**src/rtl/uart_rx_if.sv**
```systemverilog
// Valid/ready word channel between the UART receiver and its consumer.
//   rx_data  : received word, stable while rx_valid is high
//   rx_valid : rx_data holds an unconsumed word
//   rx_ready : consumer takes the word when rx_valid && rx_ready
// master = receiver (produces words), slave = consumer.
interface uart_rx_if #(
  parameter int DATA_BITS = 8
);
  logic [DATA_BITS-1:0] rx_data;
  logic                 rx_valid;
  logic                 rx_ready;

  modport master (output rx_data, output rx_valid, input rx_ready);
  modport slave  (input rx_data, input rx_valid, output rx_ready);
endinterface

```
**src/rtl/uart_rx.sv**
```systemverilog
// UART receiver: recovers start + DATA_BITS (LSB first) + one stop bit frames
// from the asynchronous line rxd at CLKS_PER_BIT clocks per bit, and hands each
// good word to the consumer over a valid/ready channel.
// Ports:
//   clk         : clock, rising edge
//   rst_n       : synchronous active-low reset
//   rxd         : serial line, idle high, asynchronous to clk
//   bus         : word channel (rx_data / rx_valid out, rx_ready in)
//   busy        : receiver is somewhere other than IDLE
//   frame_err   : one-cycle pulse, stop bit sampled low
//   overrun_err : one-cycle pulse, good word dropped because rx_valid was held
module uart_rx #(
  parameter int CLKS_PER_BIT = 16,
  parameter int DATA_BITS    = 8
) (
  input  logic      clk,
  input  logic      rst_n,
  input  logic      rxd,
  uart_rx_if.master bus,
  output logic      busy,
  output logic      frame_err,
  output logic      overrun_err
);

  localparam int CW = $clog2(CLKS_PER_BIT);
  localparam int IW = $clog2(DATA_BITS + 1);

  localparam logic [CW-1:0] HALF_LAST = CW'(CLKS_PER_BIT / 2 - 1);
  localparam logic [CW-1:0] BIT_LAST  = CW'(CLKS_PER_BIT - 1);
  localparam logic [IW-1:0] IDX_LAST  = IW'(DATA_BITS - 1);

  typedef enum logic [2:0] {
    S_IDLE,
    S_START,
    S_DATA,
    S_STOP,
    S_WAIT
  } state_t;

  state_t               state, state_next;
  logic                 rx_meta, rxs;
  logic [CW-1:0]        bcnt;
  logic [IW-1:0]        idx;
  logic [DATA_BITS-1:0] sreg;

  logic tick_half, tick_bit;
  logic stop_ok, stop_bad;
  logic accept;

  assign tick_half = (bcnt == HALF_LAST);
  assign tick_bit  = (bcnt == BIT_LAST);
  assign accept    = bus.rx_valid && bus.rx_ready;

  // State register.
  // NOTE: every clocked block uses non-blocking assignments so all registers
  // see pre-edge values of each other, regardless of statement order.
  always_ff @(posedge clk) begin
    if (!rst_n) state <= S_IDLE;
    else        state <= state_next;
  end

  // Next-state logic.
  // NOTE: state_next defaults to state before the case, so no path leaves it
  // unassigned and no latch is inferred.
  always_comb begin
    state_next = state;
    unique case (state)
      S_IDLE:  if (!rxs) state_next = S_START;
      // A start bit that is high again at its midpoint was a glitch.
      S_START: if (tick_half) state_next = rxs ? S_IDLE : S_DATA;
      S_DATA:  if (tick_bit && idx == IDX_LAST) state_next = S_STOP;
      S_STOP:  if (tick_bit) state_next = rxs ? S_IDLE : S_WAIT;
      // A line held low (break) must return high before a new start counts.
      S_WAIT:  if (rxs) state_next = S_IDLE;
      default: state_next = S_IDLE;
    endcase
  end

  // Output / strobe decode.
  always_comb begin
    busy     = (state != S_IDLE);
    stop_ok  = (state == S_STOP) && tick_bit && rxs;
    stop_bad = (state == S_STOP) && tick_bit && !rxs;
  end

  // Synchronizer, bit timing, shift register and the output word register.
  // NOTE: the synchronizer resets to 1 (idle line) so leaving reset can never
  // look like a falling edge; every other register, shift register included,
  // resets to 0 so no partial frame survives a mid-frame reset.
  always_ff @(posedge clk) begin
    if (!rst_n) begin
      rx_meta      <= 1'b1;
      rxs          <= 1'b1;
      bcnt         <= '0;
      idx          <= '0;
      sreg         <= '0;
      bus.rx_data  <= '0;
      bus.rx_valid <= 1'b0;
      frame_err    <= 1'b0;
      overrun_err  <= 1'b0;
    end else begin
      rx_meta <= rxd;
      rxs     <= rx_meta;

      frame_err   <= stop_bad;
      overrun_err <= stop_ok && bus.rx_valid && !bus.rx_ready;

      unique case (state)
        S_START: begin
          bcnt <= tick_half ? '0 : bcnt + 1'b1;
          idx  <= '0;
        end
        S_DATA: begin
          if (tick_bit) begin
            bcnt <= '0;
            idx  <= idx + 1'b1;
            // Shift right so the first (LSB) bit lands in bit 0 after the last.
            sreg <= {rxs, sreg[DATA_BITS-1:1]};
          end else begin
            bcnt <= bcnt + 1'b1;
          end
        end
        S_STOP:  bcnt <= tick_bit ? '0 : bcnt + 1'b1;
        default: bcnt <= '0;
      endcase

      // A word consumed in this same cycle frees the slot for the new one.
      if (stop_ok && (!bus.rx_valid || bus.rx_ready)) begin
        bus.rx_data  <= sreg;
        bus.rx_valid <= 1'b1;
      end else if (accept) begin
        bus.rx_valid <= 1'b0;
      end
    end
  end

endmodule

```
**src/flat_wrapper.sv**
```systemverilog
// flat-port wrapper written by rule: the top's interface ports become plain ports
module uart_rx_flat 
#(
  parameter int CLKS_PER_BIT = 16,
  parameter int DATA_BITS    = 8
)
  (clk, rst_n, rxd, busy, frame_err, overrun_err, bus_rx_data, bus_rx_valid, bus_rx_ready);
  uart_rx_if #(.DATA_BITS(DATA_BITS)) bus_i ();
  input  logic clk;
  input  logic rst_n;
  input  logic rxd;
  output logic busy;
  output logic frame_err;
  output logic overrun_err;
  output wire logic [$bits(bus_i.rx_data)-1:0] bus_rx_data;
  output wire logic [$bits(bus_i.rx_valid)-1:0] bus_rx_valid;
  input wire logic [$bits(bus_i.rx_ready)-1:0] bus_rx_ready;
  assign bus_rx_data = bus_i.rx_data;
  assign bus_rx_valid = bus_i.rx_valid;
  assign bus_i.rx_ready = bus_rx_ready;
  uart_rx #(.CLKS_PER_BIT(CLKS_PER_BIT), .DATA_BITS(DATA_BITS)) u_core (.clk(clk), .rst_n(rst_n), .rxd(rxd), .bus(bus_i), .busy(busy), .frame_err(frame_err), .overrun_err(overrun_err));
endmodule
```
**config.mk**
```make
export PLATFORM = sky130hd
export DESIGN_NAME = uart_rx_flat
export DESIGN_NICKNAME = d
export VERILOG_FILES = /design/src/rtl/uart_rx_if.sv /design/src/rtl/uart_rx.sv /design/src/flat_wrapper.sv
export SDC_FILE = /design/constraint.sdc
export NUM_CORES = 1
export LEC_CHECK = 0
export ABC_AREA = 0
export CAP_MARGIN = 20
export CORE_ASPECT_RATIO = 1.75
export CORE_MARGIN = 2
export CORE_UTILIZATION = 45
export DETAILED_ROUTE_END_ITERATION = 8
export PLACE_DENSITY = 0.76
export SYNTH_ARGS = -nofsm -noshare
export SYNTH_HDL_FRONTEND = slang
export SYNTH_SLANG_ARGS = --single-unit
```
**constraint.sdc**
```tcl
create_clock -name clk -period 1.87 [get_ports clk]
set_input_delay 0.187 -clock clk [delete_from_list [all_inputs] [get_ports clk]]
set_output_delay 0.187 -clock clk [all_outputs]
set_load 0.02 [all_outputs]
```
* Word level (Yosys, flattened, before mapping) *
Cells that the tools add are included.

operators by class
  shift operators = 0
  add/subtract/negate cells = 2
  divide/modulo/power cells = 0
  mux-type cells = 15
  $mul = 0
  bitwise operators = 0
  order comparisons = 0
  equal/unequal tests = 13
  reductions and logical operators = 20

operator list
  cell                   count
  $mux W3                6
  $pmux W4 S2            2
  $pmux W3 S5            1
  $mux W4                3
  $ne A2 B1 Y1 const B   5
  $add A4 B1 Y4 const B  2
  $eq A4 B3 Y1 const B   2
  $logic_and A1 B1 Y1    8
  $eq A3 B2 Y1 const B   2
  $reduce_and A5 Y1      1
  $eq A4 B4 Y1 const B   1
  $reduce_and A2 Y1      2
  $reduce_bool A2 Y1     2
  $eq A3 B1 Y1 const B   1
  $eq A3 B3 Y1 const B   1
  $logic_not A1 Y1       3
  $logic_not A3 Y1       1
  $reduce_bool A3 Y1     1
  $mux W1                2
  $mux W2                1
  $ne A2 B2 Y1 const B   1
  $reduce_or A2 Y1       1
  $logic_or A1 B1 Y1     1

word-level totals
  input bits = 4
  memories kept = 0
  RAM bits = 0
  memory bits (read-only) = 0
  output and inout bits = 12
  latch bits = 0
  register bits after elaboration = 32
  word-level logic and storage cells = 60

* Longest topological paths before layout *
  word-level depth = 5
  mapped depth = 6
  depth with buffers taken out = 5

* Worst setup path after synthesis *
OpenSTA, ideal clock, no wires.

  path kind = reg-to-reg
  start point = register u_core.bcnt[0]
  end point = register u_core.bus.rx_data[6]
  path buffers = 1
  setup time = 115 ps
  cell stages (with the launch flop) = 7
  path slack = 432 ps
  clock period less this slack = 1,438 ps
  arrival = 1,323 ps
  data required time = 1,755 ps
  cells stage by stage = dfxtp_1 > ha_1 > and4_4 > nand4_4 > buf_6 > nand3_2 > o21ai_2

between the ends
  longest elaborated chain between the ends = 4

ends and longest elaborated chain
  element                            RTL line          RTL
  start, declared                    uart_rx.sv:42     logic [CW-1:0] bcnt;
  start signal, assigned             uart_rx.sv:110    bcnt <= tick_half ? '0 : bcnt + 1'b1;
  start signal, assigned             uart_rx.sv:120    bcnt <= bcnt + 1'b1;
  start signal, assigned             uart_rx.sv:123    S_STOP: bcnt <= tick_bit ? '0 : bcnt + 1'b1;
  $eq A4 B4 Y1                       uart_rx.sv:51     assign tick_bit = (bcnt == BIT_LAST);
  $logic_and A1 B1 Y1 (2 in series)  uart_rx.sv:82     stop_ok = (state == S_STOP) && tick_bit && rxs;
  $logic_and A1 B1 Y1                uart_rx.sv:128    if (stop_ok && (!bus.rx_valid || bus.rx_ready)) begin
  end signal, assigned               uart_rx.sv:129    bus.rx_data <= sreg;
  end, declared                      uart_rx_if.sv:13  modport master (output rx_data, output rx_valid, input rx_ready);

Every way passes these cells.
A chain may end at the register's enable or synchronous reset.

* Worst setup path after layout *
  start point = register u_core.state[2]
  end point = output busy

between the ends
  longest elaborated chain between the ends = 1

ends and longest elaborated chain
  element                 RTL line            RTL
  start, declared         uart_rx.sv:40       state_t state, state_next;
  start signal, assigned  uart_rx.sv:59       else state <= state_next;
  $reduce_bool A3 Y1      uart_rx.sv:81       busy = (state != S_IDLE);
  end, declared           flat_wrapper.sv:12  output logic busy;

Every way passes these cells.

==> impl_metrics.toml <==
[run_status]
status = "complete, no violations"

[timing]
fmax_ghz = 0.555
tightestPinTransition_ps = 482
final.setup.tns_ps = 0
slew_violations = 0
finalHoldViolCount = 0
finClkSkew_ps = 6.51
rsz0062_at_grt = "no"
finalSetupViolCount = 0
timing.final.crit_share_pct = 96.4
relSlewSlack_pct = 67.5
fin_ws_ps = 67.7
fin_crit_ps = 1800

[power_and_ir_drop]
p_int_mw = 1.01
pwr-share-comb_pct = 5.1
p_per_area_nw_per_um2 = 795
p_sw_share_pct = 22.0
switchingPower_mw = 0.284
p_leak_nw = 0.559
ir_drop_mv = 0.510
clock_power_share_pct = 40.8
power_frac_seq_pct = 54.1

[routing]
ant_nets = 0
wl_per_cell_microns = 13.1
wl_microns = 2640
route.detailed.drc = 0
drt_pass1_iterations = 4
avgViaCountPerCell = 5.48
num_vias = 1106
drt_first_iter_violations = 15

[placement]
post-place-ws_ps = 208
place.gp.congestion = 0.790
dp_hpwl_microns = 1950
dpl_cell_area_sq_um = 1540
dp.cells = 194
io_buffers = 15

[global_route]
grt_usage_pct = 16.7
grt_max_degree = 21
grt_overflow = 0
antenna_found_initial = 0
grt_pass1_wl_microns = 4380
grt_pass1_vias = 1089

[critical_path]
worst_path_max_delay_cell = "clkdlybuf4s50_1"
endpoint_kind = "output port"
required_ps = 1680
cpPeakStageDelay_ps = 550
start_kind = "register"
crit_family = "buffers and inverters"
critPathMaxFanout = 9
crit_arrival_ps = 1620
path_cells = "or3_1 -> clkdlybuf4s50_1"
path_buf_inv = 1
worstSetupPathType = "register to output port"

[logic_synthesis]
synth_commonest_cells = "dfxtp_1, nand2_1, a21oi_1"
synthesis.area_sq_um = 1370
synth_most_common_cell = "dfxtp_1"
synth_nets = 163
synth_top_area_share_pct = 46.7
async_reset_ff_share_pct = 0
seq_area_frac_synth_pct = 46.7
synth.distinct_cells = 39
syn_inst = 157
yosys_most_used_dff = "dfxtp_1"
synth_edf_count = 0
ys_ff_latch = 32
syn_avg_cell_area_sq_um = 8.74
yosysWarnings = 0
synth_area_leaders = "dfxtp_1, nand2_1, o21ai_2, a21oi_1, nand2b_1"
synth.largest_area_cell = "dfxtp_1"

[die]
dieArea_sq_um = 3530
initial_utilization_pct = 46.9
ioPinCount = 16
die_h_microns = 77.1
core_area_sq_um = 2930
rows = 26
die_x_microns = 45.8

[cts]
htree_levels = 2
clock_latency_ps = 280
clk_pin_slew_ps = 60
cts_num_sinks = 32
clock_path_buffers = 2
root_buffer = "clkbuf_8"
post_cts_buffers = 0
hold_buffers = 0
postCtsResizedCells = 0
cts_made_buffers = 5
cts_tree = "yes"

[finish]
synthToLayoutAreaGrowth_pct = 18.6
stdcell_count = 202
drive_gt1_share_pct = 15.5
post-route-cell-area_sq_um = 1630
fin_nets = 179
diodes = 0

[job]
drv_cap = 0

[worst_hold_path]
hold_path_class = "register to register"
==> final cells by class <==
| type | count | area (sq um) |
|---|---|---|
| Multi-Input combinational cell | 113 | 672 |
| Inverter | 2 | 7.51 |
| Fill cell | 269 | 1300 |
| Sequential cell | 32 | 641 |
| Tap cell | 28 | 35.0 |
| Timing Repair Buffer | 19 | 180 |
| Clock buffer | 6 | 82.6 |
| Clock inverter | 2 | 10.0 |
==> power groups by stage <==
stage                     Clock, mW  Sequential, mW  Combinational (mW)
after floorplan                   0           0.706              0.0492
after global placement            0           0.714              0.0632
after detailed placement          0           0.715              0.0654
after CTS                     0.555           0.699              0.0662
after global routing          0.586           0.700              0.0723
final                         0.528           0.700              0.0663
==> path summary, 6_finish.rpt <==
kind / startpoint / endpoint / slack [ps] / cells past startpoint
worst max-delay path: u_core.state[2] / busy / 70 / 2
worst min register to register: u_core.rx_meta / u_core.rxs / 410 / 1
worst min-delay path: u_core.rx_meta / u_core.rxs / 410 / 1
worst max register to register: u_core.state[1] / u_core.state[1] / 230 / 5
==> sequential cells by signal, indices dropped and copies added, names as in the netlist <==
name and flops:
u_core.bus.rx_valid 1, u_core.sreg 8, u_core.rx_meta 1, u_core.bus.rx_data 8, u_core.state 3, u_core.frame_err 1
u_core.idx 4, u_core.bcnt 4, u_core.overrun_err 1, u_core.rxs 1
==> per-stage QoR <==
stage                     hold WS, ps  power, mW  util [%]
after floorplan                   288      0.756         -
after global placement            391      0.778      52.4
after detailed placement          399      0.780      52.4
after CTS                         414       1.32      55.6
after global routing              440       1.36      55.6
final                             410       1.29      55.6
==> worst register-to-register path, cell delays in order, from the launching register on <==
cell and delay, ps:
dfxtp_1 550, buf_4 220, xor2_1 80, o21ai_0 410
o31a_1 220, o21ai_1 60
==> cells by family after synthesis <==
| kind of cell | after synthesis | synth area share (%) |
|---|---|---|
| AND/OR/NAND/NOR | 73 | 27.4 |
| AO/OA/AOI/OAI | 33 | 16.3 |
| flip-flops | 32 | 46.7 |
| buffers and inverters | 12 | 4.38 |
| XOR/XNOR | 3 | 1.91 |
| multiplexers | 2 | 1.46 |
| adder cells (fa/ha/maj) | 2 | 1.82 |
==> cells in the final DEF (no fill, tap or decap), drive strengths merged, types with 2 or more instances in the layout <==
cell / Yosys / routed
nand2b: 8 / 8
nand2: 31 / 31
nor3: 6 / 6
ha: 2 / 2
a21oi: 11 / 11
mux2i: 2 / 2
inv: 2 / 2
nor2: 9 / 9
nand4: 3 / 3
clkinv: 0 / 2
buf: 7 / 4
o21ai: 12 / 12
a31oi: 2 / 2
clkbuf: 3 / 6
nand3: 11 / 11
xor2: 2 / 2
clkdlybuf4s50: 0 / 15
dfxtp: 32 / 32
==> layer usage <==
metal / vias up / wire (microns) / GRT usage [%]
met2: 18 / 1350 / 26.9
li1: 571 / - / -
met5: - / 0 / 0
met4: 0 / 39 / 8.00
met1: 513 / 1170 / 18.3
met3: 4 / 82 / 6.35
(Power assumes the default switching activity.)
==> patch, RTL diff (config.mk and constraints unchanged) <==
Make the reset (`rst_n`) asynchronous in 2 clocked blocks. Comments in the files are not updated.
--- a/src/rtl/uart_rx.sv
+++ b/src/rtl/uart_rx.sv
@@ -54,7 +54,7 @@
   // State register.
   // NOTE: every clocked block uses non-blocking assignments so all registers
   // see pre-edge values of each other, regardless of statement order.
-  always_ff @(posedge clk) begin
+  always_ff @(posedge clk or negedge rst_n) begin
     if (!rst_n) state <= S_IDLE;
     else        state <= state_next;
   end
@@ -87,7 +87,7 @@
   // NOTE: the synchronizer resets to 1 (idle line) so leaving reset can never
   // look like a falling edge; every other register, shift register included,
   // resets to 0 so no partial frame survives a mid-frame reset.
-  always_ff @(posedge clk) begin
+  always_ff @(posedge clk or negedge rst_n) begin
     if (!rst_n) begin
       rx_meta      <= 1'b1;
       rxs          <= 1'b1;
Behaviour: differs if rst_n is asserted again (counterexample within 4 cycles, from zero or initial values and one cycle with rst_n low); with rst_n held inactive, the same outputs for 10 cycles.
==> patch against the original RTL <==
- sequential cell count stayed put
- synthesized cell count is 35% lower
- count of clock-buffer cells in the layout is 1 higher
- routed wire length rose by 0.61%
- setup slack better by 0.029 ns
- area after synthesis up 0.91%
- final area grew 5.8%
Power is not compared: it rests on default switching activity, and its combinational part moved more than twofold at a synthesized area within 25%.
==> patch: results (changes against the original RTL) <==
| Metric | Value |
|---|---|
| CP top delay family | `simple AND/OR/NAND/NOR gates (was buffers and inverters)` |
| Largest cells by area after synthesis | `dfrtp_1 54%, mux2_4 7.6%, mux2_2 7.3% (was dfxtp_1 47%, nand2_1 8.2%, o21ai_2 5.1%)` |
| Largest net degree at the start of global routing | `33 (was 21)` |
| Peak fanout along the critical path | `6 (was 9)` |
| Place WS | `0.0490 ns (was 0.208 ns)` |
| Grt met2 use | `29.0% (was 26.9%)` |
| Met2 Wirelength | `1.47 mm (was 1.35 mm)` |
| Worst r2r src | `u_core.bcnt[0] (was u_core.state[1])` |
| Syn_nets | `108 (was 163)` |
| Global routing met1 resource utilization | `17.8% (was 18.3%)` |
| CP max-delay cell | `or4_1 (was clkdlybuf4s50_1)` |
| Outcome | `finished clean (unchanged)` |
| M1 WL | `1.01 mm (was 1.17 mm)` |
| Number of fill cells | `240 (was 269)` |
| Met3 GRT Util | `5.12% (was 6.35%)` |
| Post-synth ARST share | `100% (was 0%)` |
| Vias | `905 (was 1106)` |
| Post-DR wirelength/cell | `17.2 µm (was 13.1 µm)` |
| Sequential-to-total area share from yosys stat | `58.0% (was 46.7%)` |
| Final worst slack | `0.0971 ns (was 0.0677 ns)` |
| Most instantiated cells after synthesis | `30 x dfrtp_1, 9 x mux2_2, 7 x mux2_4 (was 32 x dfxtp_1, 30 x nand2_1, 11 x a21oi_1)` |
| Routed wire length | `2.65 mm (was 2.64 mm)` |
| Hold WC Path Type | `in -> async (was reg -> reg)` |
| Max stage delay on crit path | `0.52 ns (was 0.55 ns)` |
| Placed Area | `0.00159 mm² (was 0.00154 mm²)` |
[patch: cells by family after synthesis]
group | count (synthesis) | synth area share (%)
AOI/OAI and AO/OA | 15 | 7.41
xor gates and xnor gates | 3 | 1.90
adders and majority gates | 2 | 1.81
buffers and inverters | 7 | 2.62
DFF | 32 | 58.0
muxes | 16 | 14.9
and+or+nand+nor | 27 | 13.4
[patch: layout make-up]
type / count / area [µm²] / share of cell area (%)
Timing Repair Buffer: 19 / 193 / 11.2
Multi-Input combinational cell: 63 / 548 / 31.8
Inverter: 4 / 15.0 / 0.872
Clock buffer: 7 / 96.3 / 5.60
Tap cell: 28 / 35.0 / 2.03
Clock inverter: 1 / 30.0 / 1.74
Sequential cell: 32 / 805 / 46.7
[patch: power by group]
group          total, W  internal [W]  switching (W)
Sequential     0.000891      0.000770       0.000120
Clock          0.000725      0.000470       0.000255
Combinational  0.000362      0.000173       0.000189
Total           0.00198       0.00141       0.000564
